<file path="src/rtl/run_dump_ctrl.sv">
// run_dump_ctrl: counts enabled run cycles until the processor reaches HALT_PC
// (or an optional cycle limit expires), then streams every word of a banked
// memory out over a valid/ready interface, bank-major / address-minor.
module run_dump_ctrl #(
  parameter int          DATA_W  = 32,
  parameter int          PC_W    = 32,
  parameter int          BANKS   = 64,
  parameter int          DEPTH   = 512,
  parameter logic [31:0] HALT_PC = 32'h44,
  parameter int          TIMEOUT = 0,
  parameter int          CYC_W   = 32,
  localparam int         BANK_W  = (BANKS > 1) ? $clog2(BANKS) : 1,
  localparam int         ADDR_W  = $clog2(DEPTH)
) (
  input  logic              clk,
  input  logic              rst,
  input  logic              en,
  input  logic [PC_W-1:0]   pc,
  output logic              mem_rd_en,
  output logic [BANK_W-1:0] mem_bank,
  output logic [ADDR_W-1:0] mem_addr,
  input  logic [DATA_W-1:0] mem_rd_data,
  output logic              dump_valid,
  output logic [DATA_W-1:0] dump_data,
  output logic              dump_last,
  input  logic              dump_ready,
  output logic [CYC_W-1:0]  cycles,
  output logic              busy,
  output logic              done,
  output logic              timed_out
);

  localparam logic [PC_W-1:0]   HALT_V = PC_W'(HALT_PC);
  localparam logic [CYC_W-1:0]  TO_V   = CYC_W'(TIMEOUT);
  localparam logic [BANK_W-1:0] LAST_B = BANK_W'(BANKS - 1);
  localparam logic [ADDR_W-1:0] LAST_A = ADDR_W'(DEPTH - 1);

  typedef enum logic [2:0] {
    RUN, ISSUE, CAPTURE, SEND, DONE
  } state_t;

  state_t           state, state_nxt;
  logic [CYC_W-1:0] cyc_inc;
  logic             cyc_en, start, to_hit, capture, advance, finish;

  // State register.
  always_ff @(posedge clk) begin
    if (rst) state <= RUN;
    else     state <= state_nxt;
  end

  // Next-state decode and per-state control strobes / status outputs.
  always_comb begin
    state_nxt  = state;
    cyc_inc    = (&cycles) ? cycles : cycles + 1'b1;
    cyc_en     = 1'b0;
    start      = 1'b0;
    to_hit     = 1'b0;
    capture    = 1'b0;
    advance    = 1'b0;
    finish     = 1'b0;
    mem_rd_en  = 1'b0;
    dump_valid = 1'b0;
    busy       = 1'b0;
    done       = 1'b0;
    case (state)
      RUN: begin
        if (en) begin
          cyc_en = 1'b1;
          if (pc == HALT_V) begin
            start     = 1'b1;
            state_nxt = ISSUE;
          end else if ((TIMEOUT != 0) && (cyc_inc == TO_V)) begin
            start     = 1'b1;
            to_hit    = 1'b1;
            state_nxt = ISSUE;
          end
        end
      end
      ISSUE: begin
        busy      = 1'b1;
        mem_rd_en = 1'b1;
        state_nxt = CAPTURE;
      end
      CAPTURE: begin
        busy      = 1'b1;
        capture   = 1'b1;
        state_nxt = SEND;
      end
      SEND: begin
        busy       = 1'b1;
        dump_valid = 1'b1;
        if (dump_ready) begin
          if (dump_last) begin
            finish    = 1'b1;
            state_nxt = DONE;
          end else begin
            advance   = 1'b1;
            state_nxt = ISSUE;
          end
        end
      end
      DONE: begin
        done = 1'b1;
      end
      default: state_nxt = RUN;
    endcase
  end

  // Datapath: cycle counter, dump index, captured word and status flags.
  always_ff @(posedge clk) begin
    if (rst) begin
      cycles    <= '0;
      timed_out <= 1'b0;
      mem_bank  <= '0;
      mem_addr  <= '0;
      dump_data <= '0;
      dump_last <= 1'b0;
    end else begin
      if (cyc_en) cycles <= cyc_inc;
      if (to_hit) timed_out <= 1'b1;
      if (start) begin
        mem_bank <= '0;
        mem_addr <= '0;
      end
      if (capture) begin
        dump_data <= mem_rd_data;
        dump_last <= (mem_bank == LAST_B) && (mem_addr == LAST_A);
      end
      if (advance) begin
        if (mem_addr == LAST_A) begin
          mem_addr <= '0;
          mem_bank <= mem_bank + 1'b1;
        end else begin
          mem_addr <= mem_addr + 1'b1;
        end
      end
      if (finish) dump_last <= 1'b0;
    end
  end

endmodule

</file>
<file path="config.mk">
export PLATFORM = sky130hd
export DESIGN_NAME = run_dump_ctrl
export DESIGN_NICKNAME = d
export VERILOG_FILES = /design/src/rtl/run_dump_ctrl.sv
export SDC_FILE = /design/constraint.sdc
export NUM_CORES = 1
export LEC_CHECK = 0
export ABC_AREA = 0
export CORE_AREA = 4 4 99 101
export CTS_CLUSTER_DIAMETER = 80
export DETAILED_ROUTE_END_ITERATION = 16
export DIE_AREA = 0 0 103 105
export DONT_BUFFER_PORTS = 1
export SYNTH_ARGS = -nofsm -noshare
export SYNTH_HDL_FRONTEND = slang
export SYNTH_SLANG_ARGS = --single-unit
export TNS_END_PERCENT = 10
</file>
<file path="constraint.sdc">
create_clock -name clk -period 3.02 [get_ports clk]
set_clock_uncertainty 0.2 [all_clocks]
set_input_delay 0.906 -clock clk [delete_from_list [all_inputs] [get_ports clk]]
set_output_delay 0.906 -clock clk [all_outputs]
set_load 0.005 [all_outputs]
</file>
== After elaboration in Yosys (flattened, before gate mapping) ==
Index checks and enable logic that the tools add are counted.
W data, S select, Z words.
Operators by class
  $add $sub $neg: 3
  equality and inequality tests: 10
  mux-type cells: 27
  bitwise gates (word level): 2
  reduce and logical (&&, ||, !) cells: 8
Operators by type and width (count)
  $add A32 B1 Y32 const B: 1
  $eq A32 B7 Y1 const B: 1
  $reduce_and A32 Y1: 1
  $mux W9: 3
  $mux W6: 3
  $mux W1: 16
  $pmux W3 S5: 1
  $mux W3: 4
  $add A9 B1 Y9 const B: 1
  $eq A9 B9 Y1 const B: 1
  $add A6 B1 Y6 const B: 1
  $eq A3 B2 Y1 const B: 2
  $eq A6 B6 Y1 const B: 1
  $ne A2 B2 Y1 const B: 3
  $reduce_and A4 Y1: 1
  $eq A3 B1 Y1 const B: 1
  $eq A3 B3 Y1 const B: 1
  $logic_not A3 Y1: 1
  $reduce_or A3 Y1: 1
  $not A1 Y1: 2
  $reduce_and A2 Y1: 1
  $reduce_bool A2 Y1: 1
  $reduce_or A2 Y1: 1
  $logic_and A1 B1 Y1: 1
Word-level totals
  register bits after elaboration: 83
  input port bits: 68
  output and inout port bits: 85
  word-level logic and storage cells: 56

== Logic depth before layout (Yosys ltp) ==
Gate-level depths: netlist of the first run.
  depth after elaboration: 7
  gate-level depth with buffers: 9
  mapped depth without buffers: 9

== Least setup slack after synthesis of the first run ==
OpenSTA, ideal clock, no wires.
  path type: register to register
  from: register mem_addr[0]
  to: register mem_addr[7]
  library setup time: 91 ps
  arrival time: 2323 ps
  required time: 2729 ps
  path slack: 406 ps
  stages on the path, launching flop included: 10
  path buffers: 1
  period minus slack after synthesis: 2614 ps
  cells stage by stage: dfxtp_1 ha_1 and3_1 and3_1 and3_1 ha_1 nor3_1 clkbuf_1 a41oi_1 a311oi_1
Between the ends
  word-level cells in the longest chain between the ends: 3
  elaborated cells on any way between the ends: 4
  those cells by class: add/sub (1); eq/ne (1); mux (2)
Ends and longest elaborated chain
  start, declared: RTL line 21  | output logic [ADDR_W-1:0] mem_addr,
  start signal, assigned: RTL line 135  | mem_addr <= mem_addr + 1'b1;
  $add A9 B1 Y9 / $eq A9 B9 Y1 (equally long branches): RTL line 135, 131
  $mux W9 *: RTL line 131  | if (mem_addr == LAST_A) begin
  $mux W9 *: RTL line 130  | if (advance) begin
Every way passes the cells marked *; elsewhere a longest branch is shown, timed or not.
A chain may end at the register's enable or synchronous reset.

== Worst setup path after layout of the first run ==
  from: register cycles[18]
  to: register cycles[28]
Between the ends
  word-level cells in the longest chain between the ends: 3
  elaborated cells on any way between the ends: 4
  those cells by class: add/sub (1); bitwise (1); reduce/logical (2)
Ends and longest elaborated chain
  start, declared: RTL line 27  | output logic [CYC_W-1:0] cycles,
  start signal, assigned: RTL line 120  | if (cyc_en) cycles <= cyc_inc;
  parallel branches: the longest is 3 deep, another holds $add A32 B1 Y32
Several ways; the timed one is not identified.

==> results by group, run 1 <==
Route
  – Drt via density: about 5.9
  – Drt pass-1 iters: 4
  – DRC Markers: 0
  – Post-DRT Antenna Nets: 0
  – WL per Instance: 17.3 um
  – Vias: 3501
  – First DRT Iteration DRCs: 170
  – Total routed wirelength: slightly above 10 mm

Timing
  – Part of the cycle the worst path needs: roughly nine tenths
  – Final setup fails: 0
  – Fin Setup TNS: 0 ns
  – Max_slew headroom: 38.8%
  – Final Max Slew Viols: 0
  – Final WS setup: around 0.3 ns
  – Hold Slack: around 0.27 ns
  – Tmin final: 2.72 ns
  – RSZ-0062 raised after global routing: no
  – Worst-Margin Slew: between 0.9 and 1 ns
  – Final hold vios: 0
  – Maximum clock frequency: between 0.3 and 0.4 GHz

GRT
  – Met1 GRT Util: approximately 24%
  – GR peak layer: met2
  – Met2 Use GR: a little over 30%
  – Gr usage total: between 10% and 20%
  – Largest net degree at the start of global routing: roughly 100
  – GR Layer Usage met3: 5.41%
  – Initial antenna violation count: 0
  – Vias in the first global route: 3294
  – Grt ovf: 0
  – Global-route wire length before repair: between 15 and 20 mm

Floorplanning
  – Chip Width: between 100 and 150 um
  – # rows: 35
  – Core box area: ~9000 sq um
  – Initial Utilization: a little over two fifths
  – Die Height: about 110 um
  – DIE AREA: between 10000 and 15000 sq um
  – IO Pins: 153

Clocking
  – CTS tree: yes
  – Clock tree buffer depth: 2
  – PostCTS Resize Cnt: 0
  – Skew-Pair Late Insertion Delay: 0.35 ns
  – CTS Sinks: 83
  – Clock-pin slew of the registers on the worst-case setup and hold paths: roughly 0.090 ns
  – CTS Buf Count: 9
  – H-tree levels: 3
  – Root Buffer: clkbuf_8
  – # Post-CTS Setup Buffers: 0
  – CTS Hold Bufs: 0

Logic synthesis
  – Distinct cells, synth: 45
  – Post-synthesis compound-gate area fraction: ~17%
  – Post-synthesis mux area share: 2.76%
  – Synth warnings: 0
  – Simple-gate share of the synthesized area: between 30 and 40%
  – Post-synthesis register bit count: 83
  – Synth Area in Adders: 1.27%
  – Yosys top cell area share: 42.1%
  – Most used DFF post-synth: dfxtp_1
  – Post-synth EDFFs: 0
  – Sequential element share of the synthesized area: 42.1%
  – Post-synthesis async set-or-reset flop share: 0%
  – Largest family of logic cells by synthesized area: simple AND/OR/NAND/NOR gates
  – Cells after Synth: slightly below 500
  – Synth area leaders: dfxtp_1 (42%), a21oi_1 (7.9%), nand2_1 (7.7%)
  – Synth Cell Area: a little under 4000 sq um
  – XOR/XNOR Fraction of Synth Area: 0%
  – Largest area contributor in the netlist: dfxtp_1
  – Avg Cell Area, Syn: between 8 and 9 sq um
  – Syn nets: 557

Power and ir drop
  – PwrDens: 448 nW/um^2
  – Max VDD drop: about 240 uV
  – Leak Pwr: between 1 and 1.5 nW

Outcome
  – Outcome: completed

Place
  – DP HPWL: slightly above 7 mm
  – Number of port buffers: 0
  – GPL Wtd Cong: approximately 0.81
  – Worst slack, placed: around 0.35 ns

Final layout
  – Nets@finish: between 500 and 600
  – Commonest non-fill, non-tap cell in the layout: dfxtp_1
  – Most frequent cells in the layout: dfxtp_1 (83), nand2_1 (81), a21oi_1 (62), nor2_1 (26)
  – Synthesis-to-layout area growth: 6.49%
  – Ratio of cells with drive above 1 in the final layout: roughly 9.0%
  – Ant. Diodes: 0

Worst setup path
  – CP Max Fanout: 13
  – Crit end category: register
  – Worst Path Class, Setup: register to register
  – Worst path required time: approximately 3 ns
  – CP arrival: 2.77 ns
  – Critical path launch point type: register

Run
  – MaxCap Viol Count: 0

Hold path
  – Worst min path class: register to register
==> layout make-up <==
type / count / area (sq um)
Clock buffer: 10 / 138
Sequential cell: 83 / 1660
Inverter: 6 / 22.5
Fill cell: 934 / 4810
Tap cell: 111 / 139
Clock inverter: 6 / 47.5
Timing Repair Buffer: 12 / 90.1
Multi-Input combinational cell: 363 / 2110
==> sequential cells by signal (all words and copies together), names as in the netlist <==
register   cells
mem_addr       9
mem_bank       6
state          3
dump_last      1
dump_data     32
cycles        32
==> cells by family (layout without fill, tap and decap cells) <==
group | after synthesis | in the layout
buf+inv | 39 | 34
fa+ha+maj | 4 | 4
flops | 83 | 83
mux | 9 | 9
other cells | 1 | 1
compound gates | 111 | 111
simple gates | 238 | 238
==> final timing paths <==
path	startpoint	to	slack, ns	cells after the start
worst min-delay path	dump_data[26]$_SDFFE_PP0P_	dump_data[26]$_SDFFE_PP0P_	0.27	2
worst max register to register	cycles[18]$_SDFFE_PP0P_	cycles[28]$_SDFFE_PP0P_	0.30	5
worst max-delay path	cycles[18]$_SDFFE_PP0P_	cycles[28]$_SDFFE_PP0P_	0.30	5
worst min register to register	dump_data[26]$_SDFFE_PP0P_	dump_data[26]$_SDFFE_PP0P_	0.27	2
==> per-stage QoR <==
| step | instance area [sq um] | power, mW | util [%] | std cells |
|---|---|---|---|---|
| floorplan | 3950 | 1.16 | - | 485 |
| global placement | 4020 | 1.15 | 44.6 | 575 |
| detailed placement | 4020 | 1.15 | 44.6 | 575 |
| CTS | 4210 | 1.92 | 46.6 | 591 |
| global route | 4210 | 1.96 | 46.6 | 591 |
| finish | 4210 | 1.89 | 46.6 | 591 |
==> per-layer routing <==
layer / share of wire [%] / wire length [um]
met1: 43 / 4400
met4: 1.2 / 119
met2: 50 / 5130
met5: 0 / 0
met3: 5.7 / 585
==> where the power goes <==
group | internal (mW) | switching [mW] | leakage (nW) | total [mW]
Clock | 0.329 | 0.430 | 0.0933 | 0.759
Sequential | 1.10 | 0.00233 | 0.668 | 1.10
Combinational | 0.0135 | 0.0156 | 0.544 | 0.0291
Total | 1.44 | 0.448 | 1.31 | 1.89
==> synthesized netlist by cell type (6+ instances only) <==
| library cell | count |
|---|---|
| and3_1 | 8 |
| nand2_1 | 81 |
| nor2_1 | 26 |
| nand3_1 | 19 |
| and2_1 | 6 |
| o31ai_1 | 19 |
| a311oi_1 | 7 |
| nand4_1 | 13 |
| nor3_1 | 8 |
| o21ai_0 | 8 |
| nor4_1 | 12 |
| or3_1 | 10 |
| clkbuf_1 | 25 |
| dfxtp_1 | 83 |
| a21oi_1 | 62 |
| inv_1 | 6 |
| nand2b_1 | 9 |
| nor2b_1 | 9 |
| or4_1 | 19 |
==> critical path: stages, from the launching register on <==
cell and delay, ns:
dfxtp_1 0.47, nand3_1 0.24, or4_1 0.54, o21ai_1 0.73
nor4_1 0.13, mux2_2 0.31
Note: power is estimated with default switching activity, not from simulation.
==> inputs of run 2 (changes only) <==
==> constraint.sdc (replaced) <==
create_clock -name clk -period 2.73 [get_ports clk]
set_clock_uncertainty 0.2 [all_clocks]
set_input_delay 0.819 -clock clk [delete_from_list [all_inputs] [get_ports clk]]
set_output_delay 0.819 -clock clk [all_outputs]
set_load 0.005 [all_outputs]
==> run 2 against run 1 <==
  * Critical path depth increased by 4
  * Maximum frequency increased by 5.5%
  * Wire length about the same
  * Largest cell class unchanged
  * Largest power group unchanged
==> results by group, run 2 (same netlist as run 1, synthesis figures left out) <==
Clocking
  – Skew-Pair Late Insertion Delay: 0.35 ns (about the same)
  – H-tree levels: 3 (unchanged)
  – CTS Hold Bufs: 0 (unchanged)
  – # Post-CTS Setup Buffers: 0 (unchanged)
  – CTS Buf Count: 9 (unchanged)
  – Clock-pin slew of the registers on the worst-case setup and hold paths: 0.09 ns (about the same)
  – CTS Sinks: 83 (unchanged)
  – CTS tree: yes
  – Clock tree buffer depth: 2 (unchanged)
  – Root Buffer: clkbuf_8

GRT
  – Vias in the first global route: 3436 (+4.3%)
  – Global-route wire length before repair: 16.9 mm (+2.3%)
  – Largest net degree at the start of global routing: 98 (unchanged)
  – Initial antenna violation count: 0 (unchanged)
  – Gr usage total: 19.0% (+0.17 points)
  – Grt ovf: 0 (unchanged)

Timing
  – Part of the cycle the worst path needs: 94.6% (+4.3 points)
  – RSZ-0062 raised after global routing: no
  – Worst-Margin Slew: 0.493 ns (-0.418 ns)
  – Tmin final: 2.58 ns (-0.143 ns)
  – Fin Setup TNS: 0 ns (unchanged)
  – Final hold vios: 0 (unchanged)
  – Maximum clock frequency: 0.387 GHz (+5.5%)
  – Final setup fails: 0 (unchanged)
  – Max_slew headroom: 66.9% (+28 points)
  – Final Max Slew Viols: 0 (unchanged)

Final layout
  – Ratio of cells with drive above 1 in the final layout: 10.8% (+1.9 points)
  – Ant. Diodes: 0 (unchanged)
  – Synthesis-to-layout area growth: 9.69%
  – Nets@finish: 556 (+1.6%)
  – Largest regs: cycles (32), dump_data (32), mem_addr (9)
  – Commonest non-fill, non-tap cell in the layout: dfxtp_1
  – Most frequent cells in the layout: dfxtp_1 (82), nand2_1 (81), a21oi_1 (62), nor2_1 (26), buf_4 (20)
  – Fin area: 4330 sq um (+3.0%)

Worst setup path
  – Worst Path Class, Setup: register to register
  – CP max stage delay: 0.36 ns (-0.37 ns)
  – Crit end category: register
  – CP arrival: 2.64 ns (-0.13 ns)
  – CP Max Fanout: 7 (-6)
  – Most used cell, CP: and3_1
  – Critical path launch point type: register
  – Slowest CP cell: dfxtp_1
  – Critical-path cell list: ha_1, and3_1, and3_1, and3_1, ha_1, and2_1, buf_4, or2_2, a311oi_1
  – Worst path required time: 2.79 ns (-0.28 ns)

Power and ir drop
  – Leak Pwr: 1.38 nW (+5.4%)
  – PwrDens: 520 nW/um^2 (+16%)
  – Max VDD drop: 286 uV (+21%)

Route
  – WL per Instance: 17.1 um (-1.4%)
  – Drt pass-1 iters: 4 (unchanged)
  – Vias: 3560 (+1.7%)
  – First DRT Iteration DRCs: 162 (-4.7%)
  – DRC Markers: 0 (unchanged)
  – Drt via density: 5.93 (+0.16%)
  – Total routed wirelength: 10.2 mm (about the same)
  – Post-DRT Antenna Nets: 0 (unchanged)

Floorplanning
  – Core box area: 9020 sq um (unchanged)
  – # rows: 35 (unchanged)
  – Initial Utilization: 43.8% (unchanged)
  – IO Pins: 153 (unchanged)
  – Chip Width: 103 um (unchanged)
  – DIE AREA: 10800 sq um (unchanged)
  – Die Height: 105 um (unchanged)

Run
  – MaxCap Viol Count: 0 (unchanged)

Place
  – Number of port buffers: 0 (unchanged)
  – GPL Wtd Cong: 0.882 (+8.6%)
  – DP HPWL: 7.20 mm (+0.48%)
  – Placement-stage cell area: 4100 sq um (+2.0%)

Outcome
  – Outcome: completed

Hold path
  – Worst min path class: register to register
==> run 2: path summary, 6_finish.rpt <==
path	startpoint	endpoint	slack (ns)	cells past startpoint
max	mem_addr[1]$_SDFFE_PP0P_	mem_bank[4]$_SDFF_PP0_	0.15	9
min	dump_data[20]$_SDFFE_PP0P_	dump_data[20]$_SDFFE_PP0P_	0.27	2
max reg2reg	mem_addr[1]$_SDFFE_PP0P_	mem_bank[4]$_SDFF_PP0_	0.15	9
min reg2reg	dump_data[20]$_SDFFE_PP0P_	dump_data[20]$_SDFFE_PP0P_	0.27	2
==> run 2: what timing repair did <==
item | 4_1_cts | 5_1_grt
gates resized for setup | 0 | 2
hold endpoints to repair | 0 | 0
setup endpoints to repair | 0 | 4
==> run 2: power by group <==
part | total (mW) | switching (mW) | internal (mW)
sequential | 1.21 | 0.00121 | 1.21
clock | 1.01 | 0.460 | 0.546
combinational | 0.0330 | 0.0177 | 0.0152
==> run 2: area by class of cell <==
class                           instances  area [sq um]
Sequential cell                        83          1660
Inverter                                6          22.5
Tap cell                              111           139
Multi-Input combinational cell        363          2110
Clock inverter                          5          85.1
Clock buffer                           11           141
Timing Repair Buffer                   21           170
Fill cell                             903          4690
==> run 2: per-stage QoR <==
step                utilization (%)  setup slack (ns)  cells  hold WS [ns]  total power, mW
floorplan                         -             0.116    485         0.253             1.28
global placement               45.5             0.200    584         0.260             1.27
detailed placement             45.5             0.109    584         0.262             1.27
CTS                            48.0             0.110    600         0.275             2.28
global route                   48.0            0.0212    600         0.296             2.34
finish                         48.0             0.148    600         0.273             2.25
==> run 2: worst max-delay path, delay by kind of cell, from the launching register on <==
kind,cells,cell delay [ns]
AO/OA/AOI/OAI,1,0.26
AND/OR/NAND/NOR,5,1.10
buffers and inverters,1,0.15
flip-flops,1,0.36
adder cells (fa/ha/maj),2,0.43
==> run 2: routing by layer <==
metal  GRT usage [%]  vias up  wire length (um)
met2            31.1       86              5080
met3            6.61       11               696
met5               0        -                 0
met1            23.1     1697              4330
li1                -     1766                 -
met4            5.74        0               137
==> inputs of run 3 (changes only) <==
--- a/config.mk
+++ b/config.mk
@@ -11,6 +11,7 @@
 export DETAILED_ROUTE_END_ITERATION = 16
 export DIE_AREA = 0 0 103 105
 export DONT_BUFFER_PORTS = 1
+export RECOVER_POWER = 25
 export SYNTH_ARGS = -nofsm -noshare
 export SYNTH_HDL_FRONTEND = slang
 export SYNTH_SLANG_ARGS = --single-unit
==> run 3 against run 2 <==
  * Via count down 0.17%
  * First-iteration DRC count down 0.62%
  * Sequential power about the same
  * Maximum frequency about the same
  * Sequential cell count unchanged
  * Clock-buffer cell count unchanged
  * Worst hold slack unchanged
  * Register-to-register slack about the same
  * Combinational power about the same
  * Largest cell class unchanged
  * Highest routed layer unchanged
==> results by group, run 3 (same netlist as run 1, synthesis figures left out) <==
GRT
  – Initial antenna violation count: 0 (unchanged)
  – Gr usage total: 19.0% (unchanged)
  – Vias in the first global route: 3436 (unchanged)
  – Global-route wire length before repair: 16.9 mm (unchanged)
  – Largest net degree at the start of global routing: 98 (unchanged)
  – Grt ovf: 0 (unchanged)

Place
  – Placement-stage cell area: 4100 sq um (unchanged)
  – GPL Wtd Cong: 0.882 (unchanged)
  – Number of port buffers: 0 (unchanged)
  – DP HPWL: 7.20 mm (unchanged)

Worst setup path
  – CP Max Fanout: 7 (unchanged)
  – CP arrival: 2.64 ns (about the same)
  – Worst Path Class, Setup: register to register
  – Crit end category: register
  – Worst path required time: 2.79 ns (about the same)
  – Critical Path Start: mem_addr[1]$_SDFFE_PP0P_
  – Critical R2R Launch: mem_addr[1]$_SDFFE_PP0P_
  – Worst setup path endpoint: mem_bank[4]$_SDFF_PP0_
  – Reg2reg path depth: 9 (unchanged)
  – R2R setup slack: 0.15 ns (about the same)
  – Critical path launch point type: register
  – Reg2reg end: mem_bank[4]$_SDFF_PP0_

Final layout
  – Nets@finish: 556 (unchanged)
  – Ratio of cells with drive above 1 in the final layout: 10.6% (-0.20 points)
  – Largest regs: cycles (32), dump_data (32), mem_addr (9)
  – Most frequent cells in the layout: dfxtp_1 (82), nand2_1 (81), a21oi_1 (62), nor2_1 (26)
  – Final Util: 48.0% (about the same)
  – Synthesis-to-layout area growth: 9.60% (about the same)
  – Ant. Diodes: 0 (unchanged)
  – Commonest non-fill, non-tap cell in the layout: dfxtp_1
  – Fin area: 4330 sq um (about the same)

Clocking
  – CTS Sinks: 83 (unchanged)
  – # Post-CTS Setup Buffers: 0 (unchanged)
  – CTS Hold Bufs: 0 (unchanged)
  – Clock tree buffer depth: 2 (unchanged)
  – Clock-pin slew of the registers on the worst-case setup and hold paths: 0.09 ns (about the same)
  – H-tree levels: 3 (unchanged)
  – CTS tree: yes
  – Skew-Pair Late Insertion Delay: 0.35 ns (about the same)
  – Root Buffer: clkbuf_8
  – CTS Buf Count: 9 (unchanged)
  – PostCTS Resize Cnt: 0 (unchanged)

Power and ir drop
  – Clk pwr share: 44.7% (about the same)
  – Max VDD drop: 286 uV (about the same)
  – Int Power: 1.77 mW (about the same)
  – Psw: 0.478 mW (-0.16%)
  – Comb pwr share: 1.5% (about the same)
  – Flop pwr share: 53.9% (about the same)
  – Leak Pwr: 1.37 nW (-0.39%)
  – Sw Share: 21.2% (-0.026 points)
  – PwrDens: 520 nW/um^2 (about the same)

Hold path
  – Worst min path class: register to register

Run
  – MaxCap Viol Count: 0 (unchanged)

Route
  – Vias: 3554 (-0.17%)
  – Drt pass-1 iters: 4 (unchanged)
  – WL per Instance: 17.1 um (about the same)
  – First DRT Iteration DRCs: 161 (-0.62%)
  – DRC Markers: 0 (unchanged)
  – Drt via density: 5.92 (-0.17%)
  – Total routed wirelength: 10.2 mm (about the same)
  – Post-DRT Antenna Nets: 0 (unchanged)

Timing
  – Final setup fails: 0 (unchanged)
  – Part of the cycle the worst path needs: 94.6% (about the same)
  – Max_slew headroom: 12.2% (-55 points)
  – Worst-Margin Slew: 1.32 ns (+0.824 ns)
  – Fin Setup TNS: 0 ns (unchanged)
  – Tmin final: 2.58 ns (+0.000194 ns)
  – Final Max Slew Viols: 0 (unchanged)
  – RSZ-0062 raised after global routing: no
  – Final hold vios: 0 (unchanged)
  – Maximum clock frequency: 0.387 GHz (about the same)
  – Hold Slack: 0.273 ns (unchanged)

Floorplanning
  – Core box area: 9020 sq um (unchanged)
  – IO Pins: 153 (unchanged)
  – # rows: 35 (unchanged)
  – DIE AREA: 10800 sq um (unchanged)
  – Initial Utilization: 43.8% (unchanged)
  – Die Height: 105 um (unchanged)
  – Chip Width: 103 um (unchanged)

Outcome
  – Outcome: completed
[run 3: final cells by class]
| type | count | area (sq um) |
|---|---|---|
| clock inverter | 5 | 85.1 |
| inverter | 6 | 22.5 |
| timing repair buffer | 21 | 166 |
| clock buffer | 11 | 141 |
| fill | 903 | 4690 |
| sequential | 83 | 1660 |
| multi-input combinational | 363 | 2110 |
| tap | 111 | 139 |
[run 3: how the worst min path moves through the flow]
stage	from	end	slack, ns	depth (start not counted)
after floorplan	dump_data[0]$_SDFFE_PP0P_	dump_data[0]$_SDFFE_PP0P_	0.25	2
after global placement	dump_data[23]$_SDFFE_PP0P_	dump_data[23]$_SDFFE_PP0P_	0.26	2
after detailed placement	dump_data[26]$_SDFFE_PP0P_	dump_data[26]$_SDFFE_PP0P_	0.26	2
after CTS	dump_data[26]$_SDFFE_PP0P_	dump_data[26]$_SDFFE_PP0P_	0.27	2
after global routing	dump_data[22]$_SDFFE_PP0P_	dump_data[22]$_SDFFE_PP0P_	0.30	2
final	dump_data[20]$_SDFFE_PP0P_	dump_data[20]$_SDFFE_PP0P_	0.27	2
[run 3: per-stage QoR]
step           instances  setup slack (ns)  power, mW
5_1_grt              600            0.0212       2.34
4_1_cts              600             0.110       2.28
2_1_floorplan        485             0.116       1.28
6_report             600             0.148       2.25
3_5_place_dp         584             0.109       1.27
3_3_place_gp         584             0.200       1.27
[run 3: power by group through the flow]
stage / registers [mW] / logic, mW / clock network, mW
floorplan: 1.24 / 0.0402 / 0
global placement: 1.24 / 0.0323 / 0
detailed placement: 1.24 / 0.0333 / 0
CTS: 1.21 / 0.0333 / 1.04
global route: 1.21 / 0.0373 / 1.09
finish: 1.21 / 0.0329 / 1.01
[run 3: critical path, cell delays in order, from the launching register on]
cell and delay [ns]:
dfxtp_1 0.36, ha_1 0.22, and3_1 0.21, and3_1 0.21
and3_1 0.18, ha_1 0.21, and2_1 0.16, buf_4 0.15
or2_2 0.34, a311oi_1 0.26
[run 3: layer usage]
| layer | part of all wire [%] | track usage [%] | vias up |
|---|---|---|---|
| li1 | - | - | 1768 |
| met1 | 42 | 23.1 | 1695 |
| met2 | 50 | 31.1 | 80 |
| met3 | 6.8 | 6.61 | 11 |
| met4 | 1.3 | 5.74 | 0 |
| met5 | 0 | 0 | - |
